## config.mk

```make
export PLATFORM = sky130hd
export DESIGN_NAME = logic_unit_pipe_flat
export DESIGN_NICKNAME = d
export VERILOG_FILES = /design/src/rtl/logic_unit_if.sv /design/src/rtl/logic_unit_pipe.sv /design/src/flat_wrapper.sv
export SDC_FILE = /design/constraint.sdc
export NUM_CORES = 1
export LEC_CHECK = 0
export ABC_AREA = 1
export BUFFER_PORTS_ARGS = -buffer_cell sky130_fd_sc_hd__buf_2
export CAP_MARGIN = 40
export CORE_UTILIZATION = 36
export CTS_CLUSTER_DIAMETER = 60
export DETAILED_ROUTE_END_ITERATION = 8
export PLACE_DENSITY = 0.63
export SYNTH_ARGS = -nofsm -noshare
export SYNTH_HDL_FRONTEND = slang
export SYNTH_SLANG_ARGS = --single-unit
```

## constraint.sdc

```tcl
create_clock -name clk -period 1.5 [get_ports clk]
set_clock_uncertainty 0.1 [all_clocks]
set_input_delay 0.45 -clock clk [delete_from_list [all_inputs] [get_ports clk]]
set_output_delay 0.45 -clock clk [all_outputs]
set_load 0.02 [all_outputs]
```

## src/rtl/logic_unit_if.sv

```systemverilog
// logic_unit_if: operand/result handshake bundle for logic_unit_pipe
interface logic_unit_if #(parameter int WIDTH = 8, parameter int CNT_W = 16);
   logic in_valid, in_ready, out_valid, out_ready, zero;
   logic [2:0] op;
   logic [WIDTH-1:0] a, b, y;
   logic [CNT_W-1:0] xfer_cnt;
   modport master (output in_valid, op, a, b, out_ready, input in_ready, out_valid, y, zero, xfer_cnt);
   modport slave (input in_valid, op, a, b, out_ready, output in_ready, out_valid, y, zero, xfer_cnt);
endinterface

```

## src/rtl/logic_unit_pipe.sv

```systemverilog
// logic_unit_pipe: 1-stage bitwise logic unit, valid/ready both sides; LOGIC_UNIT_REDUCE_EN makes op 111 a reduce-AND/OR
module logic_unit_pipe #(
   parameter int WIDTH = 8,
   parameter int CNT_W = 16
) (
   input logic clk,
   input logic rst_n,
   logic_unit_if.slave bus
);
   logic [WIDTH-1:0] res;
   logic acc, done;
   assign bus.in_ready = !bus.out_valid || bus.out_ready;
   assign acc = bus.in_valid && bus.in_ready;
   assign done = bus.out_valid && bus.out_ready;
   always_comb begin
      res = '0;
      case (bus.op)
         3'b000: res = bus.a & bus.b;
         3'b001: res = bus.a | bus.b;
         3'b010: res = bus.a ^ bus.b;
         3'b011: res = ~(bus.a & bus.b);
         3'b100: res = ~(bus.a | bus.b);
         3'b101: res = ~(bus.a ^ bus.b);
         3'b110: res = ~bus.a;
`ifdef LOGIC_UNIT_REDUCE_EN
         default: res = WIDTH'({|bus.a, &bus.a});
`else
         default: res = '0;
`endif
      endcase
   end
   always_ff @(posedge clk) begin
      if (!rst_n) begin
         bus.out_valid <= 1'b0;
         bus.y <= '0;
         bus.zero <= 1'b1;
         bus.xfer_cnt <= '0;
      end else begin
         bus.out_valid <= acc || (bus.out_valid && !bus.out_ready);
         if (acc) begin
            bus.y <= res;
            bus.zero <= (res == '0);
         end
         if (done) bus.xfer_cnt <= bus.xfer_cnt + CNT_W'(1);
      end
   end
endmodule
```

## src/flat_wrapper.sv

```systemverilog
// flat-port wrapper written by rule: the top's interface ports become plain ports
module logic_unit_pipe_flat 
#(
   parameter int WIDTH = 8,
   parameter int CNT_W = 16
)
  (clk, rst_n, bus_in_valid, bus_op, bus_a, bus_b, bus_out_ready, bus_in_ready, bus_out_valid, bus_y, bus_zero, bus_xfer_cnt);
  logic_unit_if #(.WIDTH(WIDTH), .CNT_W(CNT_W)) bus_i ();
  input logic clk;
  input logic rst_n;
  input wire logic [$bits(bus_i.in_valid)-1:0] bus_in_valid;
  input wire logic [$bits(bus_i.op)-1:0] bus_op;
  input wire logic [$bits(bus_i.a)-1:0] bus_a;
  input wire logic [$bits(bus_i.b)-1:0] bus_b;
  input wire logic [$bits(bus_i.out_ready)-1:0] bus_out_ready;
  output wire logic [$bits(bus_i.in_ready)-1:0] bus_in_ready;
  output wire logic [$bits(bus_i.out_valid)-1:0] bus_out_valid;
  output wire logic [$bits(bus_i.y)-1:0] bus_y;
  output wire logic [$bits(bus_i.zero)-1:0] bus_zero;
  output wire logic [$bits(bus_i.xfer_cnt)-1:0] bus_xfer_cnt;
  assign bus_i.in_valid = bus_in_valid;
  assign bus_i.op = bus_op;
  assign bus_i.a = bus_a;
  assign bus_i.b = bus_b;
  assign bus_i.out_ready = bus_out_ready;
  assign bus_in_ready = bus_i.in_ready;
  assign bus_out_valid = bus_i.out_valid;
  assign bus_y = bus_i.y;
  assign bus_zero = bus_i.zero;
  assign bus_xfer_cnt = bus_i.xfer_cnt;
  logic_unit_pipe #(.WIDTH(WIDTH), .CNT_W(CNT_W)) u_core (.clk(clk), .rst_n(rst_n), .bus(bus_i));
endmodule
```

Word-level counts from Yosys, hierarchy flattened

Index checks and enable logic that the tools add are counted.

Register bits: 26
Bits of input ports: 23
Output and inout bits: 27
Word-level logic and storage cells: 28

Add/subtract/negate cells: 1
Equal/unequal tests: 6
Multiplexer cells: 1
Bitwise gates (word level): 7
Reduce and logical (&&, ||, !) cells: 9

Operators with widths:

| operator                | count |
|---|---|
| $pmux W8 S7             | 1 |
| $not A8 Y8              | 4 |
| $add A16 B1 Y16 const B | 1 |
| $eq A3 B3 Y1 const B    | 3 |
| $and A8 B8 Y8           | 1 |
| $logic_not A8 Y1        | 1 |
| $or A8 B8 Y8            | 1 |
| $xor A8 B8 Y8           | 1 |
| $eq A3 B2 Y1 const B    | 2 |
| $eq A3 B1 Y1 const B    | 1 |
| $logic_and A1 B1 Y1     | 3 |
| $logic_not A3 Y1        | 1 |
| $logic_not A1 Y1        | 2 |
| $logic_or A1 B1 Y1      | 2 |

Logic depth before layout (Yosys ltp)

Gate-level depths: netlist of the first run.

Depth in word-level cells: 4
Gate-level depth with buffers: 12
Gate-level depth less buffers: 11

Worst setup path after synthesis of the first run

No wires, ideal clock.

Path type: reg-to-reg
From: register u_core.bus.xfer_cnt[1]
To: register u_core.bus.xfer_cnt[12]
Setup time: 115 ps
Data arrival time: 1544 ps
Data required time: 1285 ps
Path slack: -258 ps
Stages on the path, launching flop included: 10
Buffers on the path: 0
Period minus slack after synthesis: 1758 ps
Cell sequence: dfxtp_1 -> ha_1 -> nand3_1 -> nor2_1 -> nand2_1 -> nor2_1 -> nand3_1 -> nor2_1 -> nor2_1 -> o21a_1

Word-level cells in the longest chain between the ends: 1

Ends and longest elaborated chain:

| element                | line                  | source |
|---|---|---|
| start, declared        | logic_unit_if.sv:8    | `modport slave (input in_valid, op, a, b, out_ready, output in_ready, out_valid, y, zero, xfer_cnt);` |
| start signal, assigned | logic_unit_pipe.sv:44 | `if (done) bus.xfer_cnt <= bus.xfer_cnt + CNT_W'(1);` |
| $add A16 B1 Y16        | logic_unit_pipe.sv:44 |  |

No other way between the ends.
A chain may end at the register's enable or synchronous reset.

Final worst setup path of the first run

From: input bus_out_ready
To: output bus_in_ready

Word-level cells in the longest chain between the ends: 1

Ends and longest elaborated chain:

| element            | line                  | source |
|---|---|---|
| start, declared    | flat_wrapper.sv:15    | `input wire logic [$bits(bus_i.out_ready)-1:0] bus_out_ready;` |
| $logic_or A1 B1 Y1 | logic_unit_pipe.sv:12 | `assign bus.in_ready = !bus.out_valid \|\| bus.out_ready;` |
| end, declared      | flat_wrapper.sv:16    | `output wire logic [$bits(bus_i.in_ready)-1:0] bus_in_ready;` |

No other way between the ends.

==> results.ini, run 1 <==
[synthesis]
syn_area_sq_um=1948
yosysWarnings=0
syn_inst=327
synth_xor_area_share_pct=0.4496
synth_mux_area_share_pct=0
synth.net_count=367
synthAdderAreaFrac_pct=10.92
synth-simple-area-share_pct=38.28
synth_compound_area_share_pct=8.992
synth-seq-cells=26
avgSynthCellArea_sq_um=5.958
yosysSeqAreaShare_pct=26.72
synth_cell_types=23
synth_top_family_by_area=simple AND/OR/NAND/NOR gates

[setup_path]
cp_slowest_stage_delay_ns=0.12
critPathLaunch=bus_out_ready
slowest_stage=buf_2
crit_fanout=2
crit_chain=buf_2, inv_1, nand2_4, buf_6, buf_6
critPathTopFamily=buffers and inverters
reg2reg_slack_ns=-0.0007
critical_path_buf_inv_count=4
worstSetupStartpointType=input pin
timing.rr.start=u_core.bus.xfer_cnt[1]
r2r_cells=9
crit_required_ns=0.95
r2r-end=u_core.bus.xfer_cnt[12]
cp-end-kind=primary output
cp.arrival_ns=0.95
crit_type=in -> out
path_common_cell=buf_6

[clock_tree]
cts_max_level=1
tritoncts=built
clockBufferDepth=2
numCtsBuffers=3
clock_latency_ns=0.27
cts.sink_count=26
clk_pin_slew_ns=0.09
root_buffer=clkbuf_8

[sta]
setup_slack_ns=-0.0006684
slew_viol_final=0
rsz0062_at_grt=true
worstMarginPinSlew_ns=0.4292
slew-limit-headroom_pct=71.35
post-route-period-util_pct=100.0
final_hold_viol_count=0
max_freq_ghz=0.6664
fin_crit_ns=1.501
timing.hold.ws_ns=0.3100
setup_violations=1

[drt]
topRoutingLayerUsed=met4
drc=0
num_vias=2217
totalWireLength_mm=5.027
wl_met2_mm=2.283
post_drt_wl_per_cell_um=10.39
drt_iter0_drc=73
ant_nets=0
wl_met3_um=207
wl_met1_mm=2.525
routed_via_density=4.581
dr.pass1.iters=4

[die]
initial_core_util_pct=37.66
ios=50
fp.dieW_um=75.56
die_h_um=75.56
dieArea_sq_um=5709
core_sq_um=5172
rows=26

[layout]
stdcell_count=484
syn2layout_area_growth_pct=43.35
diodes=0
drive_gt1_share_pct=32.85
layout_common_cells=nand2_1 (71), inv_1 (59), nor2_1 (49)
final_nets=455
final_common_cell=nand2_1
final_core_util_pct=53.99
fin_area_sq_um=2793
multi_input_area_sq_um=1276
fillers=531
seqCellArea_sq_um=536.8

[place]
io_buffers=49
placed_cell_area_sq_um=2601
dp.cells=479
gp_congestion=0.9492
hpwlAfterDp_mm=3.981

[status]
violations=negative setup slack
outcome=complete, but fails checks

[min_path]
holdPathEnd=u_core.bus.out_valid
holdPathStages=3
min_from=bus_in_valid
hold_class=in -> reg

[job]
maxCapViolCount=0

[power_and_ir_drop]
power.density_nw_per_um2=568.3
finalPower_uw=1587
peakVddDrop_uv=329.2
p_leak_uw=0.001483

[grt]
grt_pass1_vias=1825
grt_pass1_wl_mm=7.762
grt.total_usage_pct=17.65
grt_max_degree=19
grt_overflow_total=0
grt_antenna_before_repair=0

worst max-delay path by stage:
stage                                   end  slack, ns  cells after the start
floorplan           u_core.bus.xfer_cnt[12]      -0.03                      9
global placement            u_core.bus.zero      -0.35                     11
detailed placement          u_core.bus.zero      -0.30                     11
CTS                            bus_in_ready      0.003                      3
global route        u_core.bus.xfer_cnt[12]      -0.06                      9
finish                         bus_in_ready    -0.0007                      5
Yosys cell counts (all sizes together):
cell	n	area share (%)
dfxtp	26	27
nand2	75	14
nor3b	1	0.39
o21ai	10	2.6
ha	17	11
nand3b	1	0.39
o211ai	7	2.7
or2	2	0.64
nand4	4	1.3
nor3	3	1.0
inv	69	13
clkbuf	3	0.58
nor2	61	12
buf	3	0.77
o21a	2	0.77
a21oi	10	2.6
o21bai	1	0.39
xnor2	1	0.45
nand3	31	8.2
through the flow:
stage / TNS [ns] / worst slack, ns
floorplan: -0.06954 / -0.03310
global placement: -3.047 / -0.3509
detailed placement: -2.929 / -0.3042
CTS: 0 / 0.002534
global route: -0.2281 / -0.06321
finish: -0.0006684 / -0.0006684
logic make-up (layout without fill, tap and decap cells):
group                    count (synthesis)  after routing
XOR/XNOR                                 1              1
flip-flops                              26             26
AND/OR/NAND/NOR                        178            178
adder cells (fa/ha/maj)                 17             17
buffers and inverters                   75            162
AO/OA/AOI/OAI                           30             30
timing repair:
action | 4_1_cts | 5_1_grt
buffers inserted | 0 | 1
endpoints found under the setup margin | 5 | 22
hold buffers | 0 | 0
endpoints found under the hold margin | 0 | 0
gates resized for setup | 7 | 38
pin swaps | 2 | 19
flip-flops by register name, summed over array words and instances, names as in the netlist:
| register | cells |
|---|---|
| u_core.bus.zero | 1 |
| u_core.bus.y | 8 |
| u_core.bus.xfer_cnt | 16 |
| u_core.bus.out_valid | 1 |
routing by layer:
layer / GRT usage (%) / vias to the layer above
li1: - / 1177
met1: 23.74 / 988
met2: 29.76 / 50
met3: 3.307 / 2
met4: 3.086 / 0
met5: 0 / -
power by group:
group,leakage [uW],switching [uW],internal [uW]
Combinational,0.00124,262,198
Clock,0.0000231,214,183
Sequential,0.000215,17.5,712
Total,0.00148,493,1090
worst min-delay path, cell delays in order:
cell and delay, ns:
buf_2 0.10, inv_1 0.04, a21oi_1 0.05
area by class of cell:
cell class                 count  area share, %
inverter                      69          9.364
timing repair buffer          89          20.97
sequential                    26          19.22
multi-input combinational    226          45.70
clock inverter                 1         0.1344
tap                           70          3.136
clock buffer                   3          1.478
Note: power is estimated with default switching activity, not from simulation.
==> run 2: changes to the inputs <==
Settings changed: PLACE_DENSITY 0.63 to 0.66, SLEW_MARGIN from default to 5.
==> results.ini, run 2 (synthesized netlist as in run 1, its figures left out) <==
[clock_tree]
numCtsBuffers=3  ; unchanged
clk_pin_slew_ns=0.09  ; about the same
root_buffer=clkbuf_8
tritoncts=built
clockBufferDepth=2  ; unchanged
cts.sink_count=26  ; unchanged
clock_latency_ns=0.27  ; about the same
cts_max_level=1  ; unchanged

[place]
gp_congestion=0.8903  ; -6.2%
io_buffers=49  ; unchanged
place_worst_setup_slack_ns=-0.2739  ; +0.03035 ns
hpwlAfterDp_mm=4.031  ; +1.3%

[min_path]
hold_class=reg -> reg
holdPathStages=2  ; -1

[grt]
grt_overflow_total=0  ; unchanged
grt_antenna_before_repair=0  ; unchanged
grt.total_usage_pct=18.51  ; +0.86 points
grt_pass1_wl_mm=8.293  ; +6.8%
grt_pass1_vias=1963  ; +7.6%
grt_max_degree=19  ; unchanged

[sta]
final_hold_viol_count=0  ; unchanged
slew_viol_final=0  ; unchanged
setup_violations=0  ; -1
worstMarginPinSlew_ns=0.4220  ; -0.007195 ns
setup_slack_ns=0.01105  ; +0.01172 ns
fin_crit_ns=1.489  ; -0.01172 ns
slew-limit-headroom_pct=71.83  ; +0.48 points
rsz0062_at_grt=true
post-route-period-util_pct=99.26  ; -0.78 points
max_freq_ghz=0.6716  ; +0.79%
finalSetupTns_ns=0  ; +0.0006684 ns

[setup_path]
timing.rr.start=u_core.bus.xfer_cnt[0]
critPathLaunch=u_core.bus.out_valid
critical_path_buf_inv_count=2  ; -2
crit_fanout=3  ; +1
worstSetupStartpointType=flip-flop
crit_required_ns=0.95  ; about the same
critPathTopFamily=flip-flops
r2r_cells=9  ; unchanged
crit_path_end=bus_in_ready
slowest_stage=dfxtp_4
crit_chain=nand2_2, buf_6, buf_6
cp.depth=3  ; -2
cp-end-kind=primary output
path_common_cell=buf_6
crit_type=reg -> out
cp_slowest_stage_delay_ns=0.38  ; +0.26 ns
reg2reg_slack_ns=0.04  ; +0.04 ns
cp.arrival_ns=0.94  ; about the same
r2r-end=u_core.bus.xfer_cnt[12]

[power_and_ir_drop]
peakVddDrop_uv=389.1  ; +18%
swShare_pct=30.57  ; -0.52 points
power.density_nw_per_um2=590.8  ; +4.0%
p_leak_uw=0.001468  ; -1.0%
p_int_uw=1145  ; +4.7%
pwr-share-seq_pct=44.3  ; -1.7 points
switching_power_uw=504.3  ; +2.2%
pwr-share-clk_pct=27.5  ; +2.5 points
power_frac_comb_pct=28.2  ; -0.8 points

[layout]
drive_gt1_share_pct=32.84  ; about the same
largest_reg_flops=16  ; unchanged
top_regs=u_core.bus.xfer_cnt: 16 flops, u_core.bus.y: 8 flops
final_common_cell=nand2_1
regMostFlops=u_core.bus.xfer_cnt
final_nets=449  ; -1.3%
syn2layout_area_growth_pct=43.29  ; about the same
layout_common_cells=nand2_1 (70), inv_1 (59), nor2_1 (49)
diodes=0  ; unchanged

[die]
initial_core_util_pct=37.66  ; unchanged
ios=50  ; unchanged
die_h_um=75.56  ; unchanged
dieArea_sq_um=5709  ; unchanged
rows=26  ; unchanged
fp.dieW_um=75.56  ; unchanged
core_sq_um=5172  ; unchanged

[drt]
post_drt_wl_per_cell_um=10.54  ; +1.5%
totalWireLength_mm=5.038  ; +0.22%
routed_via_density=4.542  ; -0.85%
ant_nets=0  ; unchanged
num_vias=2171  ; -2.1%
drt_iter0_drc=87  ; +19%
drc=0  ; unchanged
dr.pass1.iters=4  ; unchanged

[status]
outcome=finished clean

[job]
maxCapViolCount=0  ; unchanged

==> run 2: worst min path at each step <==
stage | slack, ns | start | end
floorplan | 0.43 | u_core.bus.xfer_cnt[6] | u_core.bus.xfer_cnt[6]
global placement | 0.34 | u_core.bus.xfer_cnt[6] | u_core.bus.xfer_cnt[6]
detailed placement | 0.35 | u_core.bus.xfer_cnt[6] | u_core.bus.xfer_cnt[6]
CTS | 0.31 | bus_in_valid | u_core.bus.out_valid
global route | 0.36 | bus_in_valid | u_core.bus.out_valid
finish | 0.36 | u_core.bus.xfer_cnt[6] | u_core.bus.xfer_cnt[6]
==> run 2: power groups by stage <==
stage / Combinational [uW] / Sequential [uW] / Clock [uW]
global placement: 414 / 748 / 0
finish: 465 / 730 / 454
global route: 524 / 735 / 508
CTS: 425 / 731 / 474
detailed placement: 420 / 747 / 0
floorplan: 210 / 780 / 0
==> run 2: final cells by class <==
class | count | area (sq um)
Clock buffer | 4 | 55.05
Fill cell | 526 | 2381
Inverter | 69 | 259.0
Multi-Input combinational cell | 226 | 1304
Sequential cell | 26 | 535.5
Tap cell | 70 | 87.58
Timing Repair Buffer | 83 | 550.5
==> run 2: metrics by stage <==
step / hold slack (ns) / total power [uW] / cell area, sq um / instances / util, %
after detailed placement: 0.3544 / 1167 / 2569 / 473 / 49.66
final: 0.3632 / 1649 / 2791 / 478 / 53.97
after global placement: 0.3447 / 1161 / 2569 / 473 / 49.66
after CTS: 0.3098 / 1630 / 2640 / 477 / 51.04
after global routing: 0.3596 / 1767 / 2791 / 478 / 53.97
after floorplan: 0.4320 / 989.2 / 2003 / 327 / -
==> run 2: repair_timing <==
item / in CTS / in global routing
buffers inserted: 0 / 1
pin swaps: 2 / 18
endpoints found under the setup margin: 2 / 20
gates resized for setup: 4 / 45
hold buffers: 0 / 0
==> run 2: layer usage <==
| metal | vias to the layer above | track usage, % | wire length [um] |
|---|---|---|---|
| met5 | - | 0 | 0 |
| met4 | 0 | 2.263 | 0 |
| met1 | 964 | 24.54 | 2473 |
| met2 | 41 | 31.94 | 2409 |
| li1 | 1166 | - | - |
| met3 | 0 | 3.704 | 156 |
==> run 2: tightest hold or removal path, delay by kind of cell (launching register included) <==
kind	cells	cell delay, ns
compound gates	1	0.05
buf+inv	1	0.05
flops	1	0.33
